<file path="src/rtl/ps2_pkg.sv">
// Shared constants and frame checking for the PS/2 keyboard receiver.
package ps2_pkg;

    localparam int PS2_FRAME_BITS      = 11;
    localparam int START_IDX           = 0;
    localparam int PARITY_IDX          = 9;
    localparam int STOP_IDX            = 10;
    localparam int DEFAULT_FIFO_DEPTH  = 8;
    localparam int DEFAULT_SYNC_STAGES = 3;

    // head holds start, d0..d7 and parity; stop is the bit being sampled right now.
    function automatic logic frame_ok(input logic [PS2_FRAME_BITS-2:0] head, input logic stop);
        return (head[START_IDX] == 1'b0) && stop && (^head[PARITY_IDX:START_IDX+1]);
    endfunction

endpackage

</file>
<file path="src/rtl/ps2_rx_fifo.sv">
// Synchronous byte FIFO for received scan codes; head is read combinationally.
module ps2_rx_fifo #(
    parameter int DEPTH = 8,
    parameter int WIDTH = 8
) (
    input  logic             clk,
    input  logic             clrn,
    input  logic             push,
    input  logic [WIDTH-1:0] push_data,
    input  logic             pop,
    output logic [WIDTH-1:0] head_data,
    output logic             empty,
    output logic             full
);

    localparam int AW = $clog2(DEPTH);

    logic [WIDTH-1:0] mem [DEPTH];
    logic [AW-1:0]    wr_ptr;
    logic [AW-1:0]    rd_ptr;
    logic [AW:0]      occ;
    logic             do_push;
    logic             do_pop;

    assign empty     = (occ == '0);
    assign full      = (occ == (AW+1)'(DEPTH));
    assign do_pop    = pop && !empty;
    // A pop on the same edge frees the slot the push lands in.
    assign do_push   = push && (!full || do_pop);
    assign head_data = mem[rd_ptr];

    always_ff @(posedge clk or negedge clrn) begin
        if (!clrn) begin
            for (int i = 0; i < DEPTH; i++) mem[i] <= '0;
            wr_ptr <= '0;
            rd_ptr <= '0;
            occ    <= '0;
        end else begin
            if (do_push) begin
                mem[wr_ptr] <= push_data;
                wr_ptr      <= wr_ptr + 1'b1;
            end
            if (do_pop) rd_ptr <= rd_ptr + 1'b1;
            case ({do_push, do_pop})
                2'b10:   occ <= occ + 1'b1;
                2'b01:   occ <= occ - 1'b1;
                default: occ <= occ;
            endcase
        end
    end

endmodule

</file>
<file path="src/rtl/ps2_keyboard.sv">
// PS/2 device-to-host receiver: oversampled ps2_clk, 11-bit deframing, byte FIFO.
module ps2_keyboard
    import ps2_pkg::*;
#(
    parameter int FIFO_DEPTH  = DEFAULT_FIFO_DEPTH,
    parameter int SYNC_STAGES = DEFAULT_SYNC_STAGES
) (
    input  logic       clk,
    input  logic       clrn,
    input  logic       ps2_clk,
    input  logic       ps2_data,
    input  logic       nextdata_n,
    output logic [7:0] data,
    output logic       ready,
    output logic       overflow
);

    localparam logic [3:0] LAST_CNT = 4'(STOP_IDX);

    logic [SYNC_STAGES-1:0]    clk_sync;
    logic [3:0]                count;
    logic [PS2_FRAME_BITS-2:0] buffer;
    logic                      fall;
    logic                      frame_end;
    logic                      push;
    logic                      pop_req;
    logic                      fifo_empty;
    logic                      fifo_full;

    always_ff @(posedge clk or negedge clrn) begin
        if (!clrn) clk_sync <= '1;
        else       clk_sync <= {clk_sync[SYNC_STAGES-2:0], ps2_clk};
    end

    assign fall      = clk_sync[SYNC_STAGES-1] & ~clk_sync[SYNC_STAGES-2];
    assign frame_end = fall && (count == LAST_CNT);
    assign push      = frame_end && frame_ok(buffer, ps2_data);

    // Only a clean 0 counts as a read request; X or 1 never pops.
    always_comb begin
        pop_req = 1'b0;
        if (nextdata_n == 1'b0) pop_req = 1'b1;
    end

    always_ff @(posedge clk or negedge clrn) begin
        if (!clrn) begin
            count  <= '0;
            buffer <= '0;
        end else if (fall) begin
            if (count == LAST_CNT) begin
                count <= '0;
            end else begin
                buffer[count] <= ps2_data;
                count         <= count + 1'b1;
            end
        end
    end

    // full implies non-empty, so pop_req here is a pop that actually frees a slot.
    always_ff @(posedge clk or negedge clrn) begin
        if (!clrn)                                 overflow <= 1'b0;
        else if (push && fifo_full && !pop_req)    overflow <= 1'b1;
    end

    ps2_rx_fifo #(
        .DEPTH (FIFO_DEPTH),
        .WIDTH (8)
    ) u_fifo (
        .clk       (clk),
        .clrn      (clrn),
        .push      (push),
        .push_data (buffer[8:1]),
        .pop       (pop_req),
        .head_data (data),
        .empty     (fifo_empty),
        .full      (fifo_full)
    );

    assign ready = ~fifo_empty;

endmodule

</file>
<file path="config.mk">
export PLATFORM = sky130hd
export DESIGN_NAME = ps2_keyboard
export DESIGN_NICKNAME = d
export VERILOG_FILES = /design/src/rtl/ps2_pkg.sv /design/src/rtl/ps2_rx_fifo.sv /design/src/rtl/ps2_keyboard.sv
export SDC_FILE = /design/constraint.sdc
export NUM_CORES = 1
export LEC_CHECK = 0
export CELL_PAD_IN_SITES_DETAIL_PLACEMENT = 0
export CELL_PAD_IN_SITES_GLOBAL_PLACEMENT = 1
export CORE_ASPECT_RATIO = 0.9
export CORE_MARGIN = 3
export CORE_UTILIZATION = 55
export DETAILED_ROUTE_END_ITERATION = 7
export GPL_TIMING_DRIVEN = 0
export PLACE_DENSITY_LB_ADDON = 0.25
export SLEW_MARGIN = 20
export SYNTH_ARGS = -nofsm -noshare
export SYNTH_HDL_FRONTEND = slang
export SYNTH_SLANG_ARGS = --single-unit
</file>
<file path="constraint.sdc">
create_clock -name clk -period 7.4 [get_ports clk]
set_input_delay 1.11 -clock clk [delete_from_list [all_inputs] [get_ports clk]]
set_output_delay 1.11 -clock clk [all_outputs]
set_load 0.01 [all_outputs]
</file>
# Word-level counts from Yosys, hierarchy flattened
# Cells that the tools add are included.
# W data, S select, Z words.
# word_totals
ff_bits	92
out_inout_bits	10
wordCells	65
input_bits	5
# op_classes
eq_ne	4
n_lt_le_gt_ge	5
n_reduce_logical	17
n_bitwise	7
n_addsub	5
mux	12
# ops
op	count
$bwmux W64	1
$bmux W8 S3	1
$demux W8 S3	1
$mux W8	3
$bwmux W10	1
$logic_and A1 B1 Y1	10
$reduce_xor A9 Y1	1
$add A4 B1 Y4 const B	2
$eq A4 B4 Y1 const B	2
$ge A4 B4 Y1 const B	2
$not A3 Y4	2
$pmux W4 S2	1
$add A3 B1 Y3 const B	2
$lt A4 B5 Y1 const B	1
$demux W1 S4	1
$ge A4 B1 Y1 const B	1
$logic_not A4 Y1	1
$lt A4 B1 Y1 const B	1
$mux W4	1
$not A1 Y1	4
$sub A4 B1 Y4 const B	1
$eq A2 B1 Y1 const B	1
$eq A2 B2 Y1 const B	1
$logic_not A1 Y1	2
5 further kinds	6

# Depth between registers and ports, before layout
# logic_depth
depth_word	7
depth_mapped	13
mapped_depth_nobuf	12

# Cells and area by module
# From an unflattened synthesis, not the netlist that was laid out.
# hier_totals
hier_cells	298
hier_area_um2	4448.0
# by_module_without_submodules
module	seq_area_each_um2	area_per_inst_um2	cells_per_inst	n_inst
ps2_rx_fifo	1851.8	3590.9	228	1
ps2_keyboard	454.2	857.1	70	1

# Least setup slack after synthesis
# Ideal clock, no wire load.
# synth_path
path_type	input to register
from	input ps2_data
to	register u_fifo.occ[2]
setup_time_ps	125
slack_ps	4373
stages	11
required_ps	7275
path_buffers	0
t_arrival_ps	2902
cell_sequence	and4b_1 -> nand2_1 -> nor2_1 -> inv_1 -> ha_1 -> xor2_1 -> ha_1 -> a21oi_1 -> xor2_1 -> nor2_1 -> xor2_1
# synth_via
elab_chain_cells	6
elab_cells_between_ends	8
cone_classes	2 x eq/ne; 1 x mux; 5 x reduce/logical
# synth_rtl
item	line_no	source
from (decl)	ps2_keyboard.sv:11	input logic ps2_data,
$logic_and A1 B1 Y1 * (2 in a row)	ps2_pkg.sv:13	return (head[START_IDX] == 1'b0) && stop && (^head[PARITY_IDX:START_IDX+1]);
$logic_and A1 B1 Y1 *	ps2_keyboard.sv:37	assign push = frame_end && frame_ok(buffer, ps2_data);
$logic_and A1 B1 Y1 *	ps2_rx_fifo.sv:29	assign do_push = push && (!full || do_pop);
$eq A2 B1 Y1 / $eq A2 B2 Y1 (equally long branches)	ps2_rx_fifo.sv:44	case ({do_push, do_pop})
$pmux W4 S2 / $reduce_bool A2 Y1 (equally long branches)	-	
to (signal assigned)	ps2_rx_fifo.sv:45	2'b10: occ <= occ + 1'b1;
to (signal assigned)	ps2_rx_fifo.sv:46	2'b01: occ <= occ - 1'b1;
to (decl)	ps2_rx_fifo.sv:21	logic [AW:0] occ;
# Every way passes the cells marked *; elsewhere a longest branch is shown, timed or not.
# A chain may end at the register's enable or synchronous reset.

# Worst setup path after layout
# layout_path
from	register u_fifo.rd_ptr[0]
to	output data[6]
# layout_via
elab_chain_cells	4
# layout_rtl
item	line_no	source
from (decl)	ps2_rx_fifo.sv:20	logic [AW-1:0] rd_ptr;
from (signal assigned)	ps2_rx_fifo.sv:43	if (do_pop) rd_ptr <= rd_ptr + 1'b1;
$not A3 Y4 (implied by the code)	ps2_rx_fifo.sv:30	assign head_data = mem[rd_ptr];
$bmux W8 S3	ps2_rx_fifo.sv:30	
$mux W8 (implied by the code) (2 in a row)	ps2_rx_fifo.sv:30	
to (decl)	ps2_keyboard.sv:13	output logic [7:0] data,
# Every way passes these cells. The select of a mux whose other input is x is not followed.

==> run_results.csv <==
group,metric,value,unit
outcome,outcome,"completed",
synth,syn_area,4390,µm²
power_and_ir_drop,pwr-share-seq,38.8,%
synth,async_reset_ff_share,100,%
global_route,first_global_vias,2515,
drt,vias,2418,
power_and_ir_drop,report.power.total,0.00164,W
die,die_width,100,µm
layout,nets,334,
synth,synth_area_leaders,"dfrtp_1 51%, mux2_2 22%, mux4_2 8.2%, nor4b_4 2.2%, dfstp_2 1.8%",
global_route,grt_overflow,0,
synth,ys_ff_latch,92,
timing,rsz0062_at_grt,"no",
setup_path,critPathKind,"register to output pin",
drt,drt-pass1-iter-count,4,
flow_run,drv_cap,0,
setup_path,r2r_slack,4.22,ns
die,initial_utilization,57.4,%
synth,yosys_warnings,0,
clock_network,postCtsHoldBufs,0,
timing,final_max_slew_viol_count,0,
clock_network,cts_setup_buffers,0,
setup_path,crit_path_max_fanout,10,
drt,wl,8.03,mm
placement,dp_hpwl,5.32,mm
global_route,grt_max_degree,59,
global_route,grt.busiest_layer,"met1",
layout,syn_to_final_growth,10.8,%
setup_path,critPathArrivalTime,3.12,ns
power_and_ir_drop,p_per_area,337,nW/µm²
power_and_ir_drop,switching_share,38.9,%
synth,synth_most_common_cell,"dfrtp_1",
setup_path,r2r_cells,13,
global_route,grt_pass1_wl,13.4,mm
power_and_ir_drop,p_leak,2.25,nW
min_path,holdPathEnd,"clk_sync[1]$_DFF_PN1_",
setup_path,slowest_delay,0.60,ns
global_route,met1_usage,29.2,%
die,pin_count,15,
global_route,grtUsageMet3,4.79,%
timing,slew-limit-headroom,44.5,%
timing,fin_tns_setup,0,ns
synth,synth_commonest_cells,"89 x dfrtp_1, 85 x mux2_2, 16 x mux4_2",
die,core,7660,µm²
timing,fin_crit_sh,57.2,%
min_path,hp-class,"register to register",
setup_path,start_kind,"register",
synth,syn-num-nets,308,
synth,synthCells,298,
drt,detail_route.vias_per_cell,5.69,
clock_network,clock_path_buffers,2,
placement,portBuffers,14,
synth,synth_edf_count,0,
clock_network,clock-sinks,92,
clock_network,cts_tree,"done",
power_and_ir_drop,power.clock.fraction,19.3,%
global_route,use_met2,28.2,%
synth,syn_area_per_cell,14.7,µm²
timing,final-setup-viol-count,0,
timing,hold_violations,0,
die,fp-row-count,30,
timing,skew,0.0106,ns
layout,drive_gt1_share,43.2,%
die,dieHeight,90.8,µm
synth,synth_flop_cell,"dfrtp_1",
placement,gp_congestion,0.729,
setup_path,cp_cell_sequence,"clkbuf_1, buf_2, mux4_2, mux2_2, clkdlybuf4s50_1",
synth,synth_top_area_share,50.7,%
timing,fmax,0.236,GHz
synth,synth_cell_types,32,
setup_path,slowest_stage,"clkbuf_1",
power_and_ir_drop,ir_drop,0.269,mV
die,die_area,9100,µm²
global_route,grt_usage,19.3,%
clock_network,cts_root_buffer,"clkbuf_8",
drt,drt_iter0_markers,66,
timing,worstMarginPinSlew,0.828,ns
setup_path,required,6.29,ns
clock_network,clkLatencyLatePin,0.35,ns
global_route,antenna_found_initial,0,
clock_network,cts_resized,0,
clock_network,path_clk_slew,0.09,ns
clock_network,h-tree-depth,3,
layout,n_antenna_cell,0,
power_and_ir_drop,pwr-share-comb,41.8,%
setup_path,r2r_start,"buffer[6]$_DFFE_PN0P_",
setup_path,r2r_end,"u_fifo.occ[2]$_DFFE_PN0P_",
min_path,min_from,"clk_sync[0]$_DFF_PN1_",
synth,synth.largest_area_cell,"dfrtp_1",
timing,period_minus_slack,4.23,ns
synth,synth_seq_area_share,52.5,%
drt,drt_drc_violations_left,0,
setup_path,critPathCaptureType,"output pin",
power_and_ir_drop,power_switching,0.000639,W
clock_network,cts_buffers,9,
min_path,whs_path_depth,0,
drt,drtAntennaViolNets,0,
power_and_ir_drop,internal_power,0.00100,W
drt,wl_per_cell,18.9,µm
==> area by class of cell <==
type                    count  area, µm²
plain buffers              17       82.6
flip-flops and latches     92       2310
clock inverters             4       32.5
clock buffers              12        155
multi-input cells         186       1990
fillers                   582       2790
repair buffers             15        169
well taps                  96        120
inverters                   3       11.3
==> power groups by stage <==
| stage | clock network, W | logic [W] | registers (W) |
|---|---|---|---|
| 5_1_grt | 0.000349 | 0.000741 | 0.000651 |
| 3_3_place_gp | 0 | 0.000670 | 0.000645 |
| 6_report | 0.000317 | 0.000686 | 0.000638 |
| 2_1_floorplan | 0 | 0.000550 | 0.000634 |
| 3_5_place_dp | 0 | 0.000687 | 0.000647 |
| 4_1_cts | 0.000328 | 0.000690 | 0.000638 |
==> flip-flops by register name, summed over array words and instances, names as in the netlist <==
register,cells
u_fifo.occ,4
u_fifo.wr_ptr,3
count,4
clk_sync,3
overflow,1
u_fifo.mem,64
buffer,10
u_fifo.rd_ptr,3
==> worst max-delay path: cells and delay by family, from the launching register on <==
kind	cells	cell delay, ns
muxes	2	0.85
buffers and inverters	3	1.56
DFF	1	0.36
==> worst max path at each step <==
| stage | from | end |
|---|---|---|
| finish | u_fifo.rd_ptr[0]$_DFFE_PN0P_ | data[6] |
| global route | u_fifo.rd_ptr[0]$_DFFE_PN0P_ | data[7] |
| CTS | u_fifo.rd_ptr[0]$_DFFE_PN0P_ | data[6] |
| detailed placement | u_fifo.rd_ptr[0]$_DFFE_PN0P_ | data[6] |
| global placement | clrn | u_fifo.mem[48]$_DFFE_PN0P_ |
| floorplan | u_fifo.rd_ptr[0]$_DFFE_PN0P_ | data[0] |
==> cell families (layout without fill, tap and decap cells) <==
kind of cell | after synthesis | after routing | share of synthesized area [%]
mux | 101 | 101 | 30.0
flops | 92 | 92 | 52.5
simple gates | 49 | 49 | 8.23
buf+inv | 20 | 51 | 2.14
xor+xnor | 18 | 18 | 4.10
compound gates | 13 | 13 | 1.65
fa+ha+maj | 5 | 5 | 1.42
==> layer usage <==
layer | vias to the layer above | wire, µm
met4 | 0 | 79
met1 | 1249 | 3930
li1 | 1130 | -
met2 | 33 | 3780
met3 | 6 | 246
met5 | - | 0
==> layout by cell type (no fill, tap or decap), types with 2 or more instances in the layout <==
cell,netlist,layout
nand2b_1,4,4
inv_1,3,3
nor2b_1,6,6
xnor2_1,7,7
buf_6,1,2
and2_1,2,2
clkbuf_8,0,11
o21ai_0,6,6
clkdlybuf4s50_1,0,13
xor2_1,9,9
nand3_1,5,5
nand3b_1,2,2
nand2_1,12,12
buf_2,7,7
dfstp_2,3,3
nor3_1,3,3
buf_1,4,4
ha_1,5,5
nor4b_4,4,4
a21oi_1,4,4
clkinvlp_4,0,2
mux4_2,16,16
nand4_2,4,4
nor2_1,5,5
dfrtp_1,89,89
inv_6,0,2
clkbuf_1,3,4
mux2_2,85,85
clkbuf_2,2,2
==> stage by stage <==
step	utilization (%)	hold slack [ns]	instances	instance area, µm²	setup WS (ns)
after detailed placement	61.2	0.349	409	4680	3.51
after CTS	63.6	0.364	425	4870	3.09
final	63.6	0.362	425	4870	3.17
after floorplan	-	0.345	298	4390	4.37
after global routing	63.6	0.368	425	4870	2.96
after global placement	60.8	0.346	408	4650	1.86
Power figures use the tool's default switching activity.
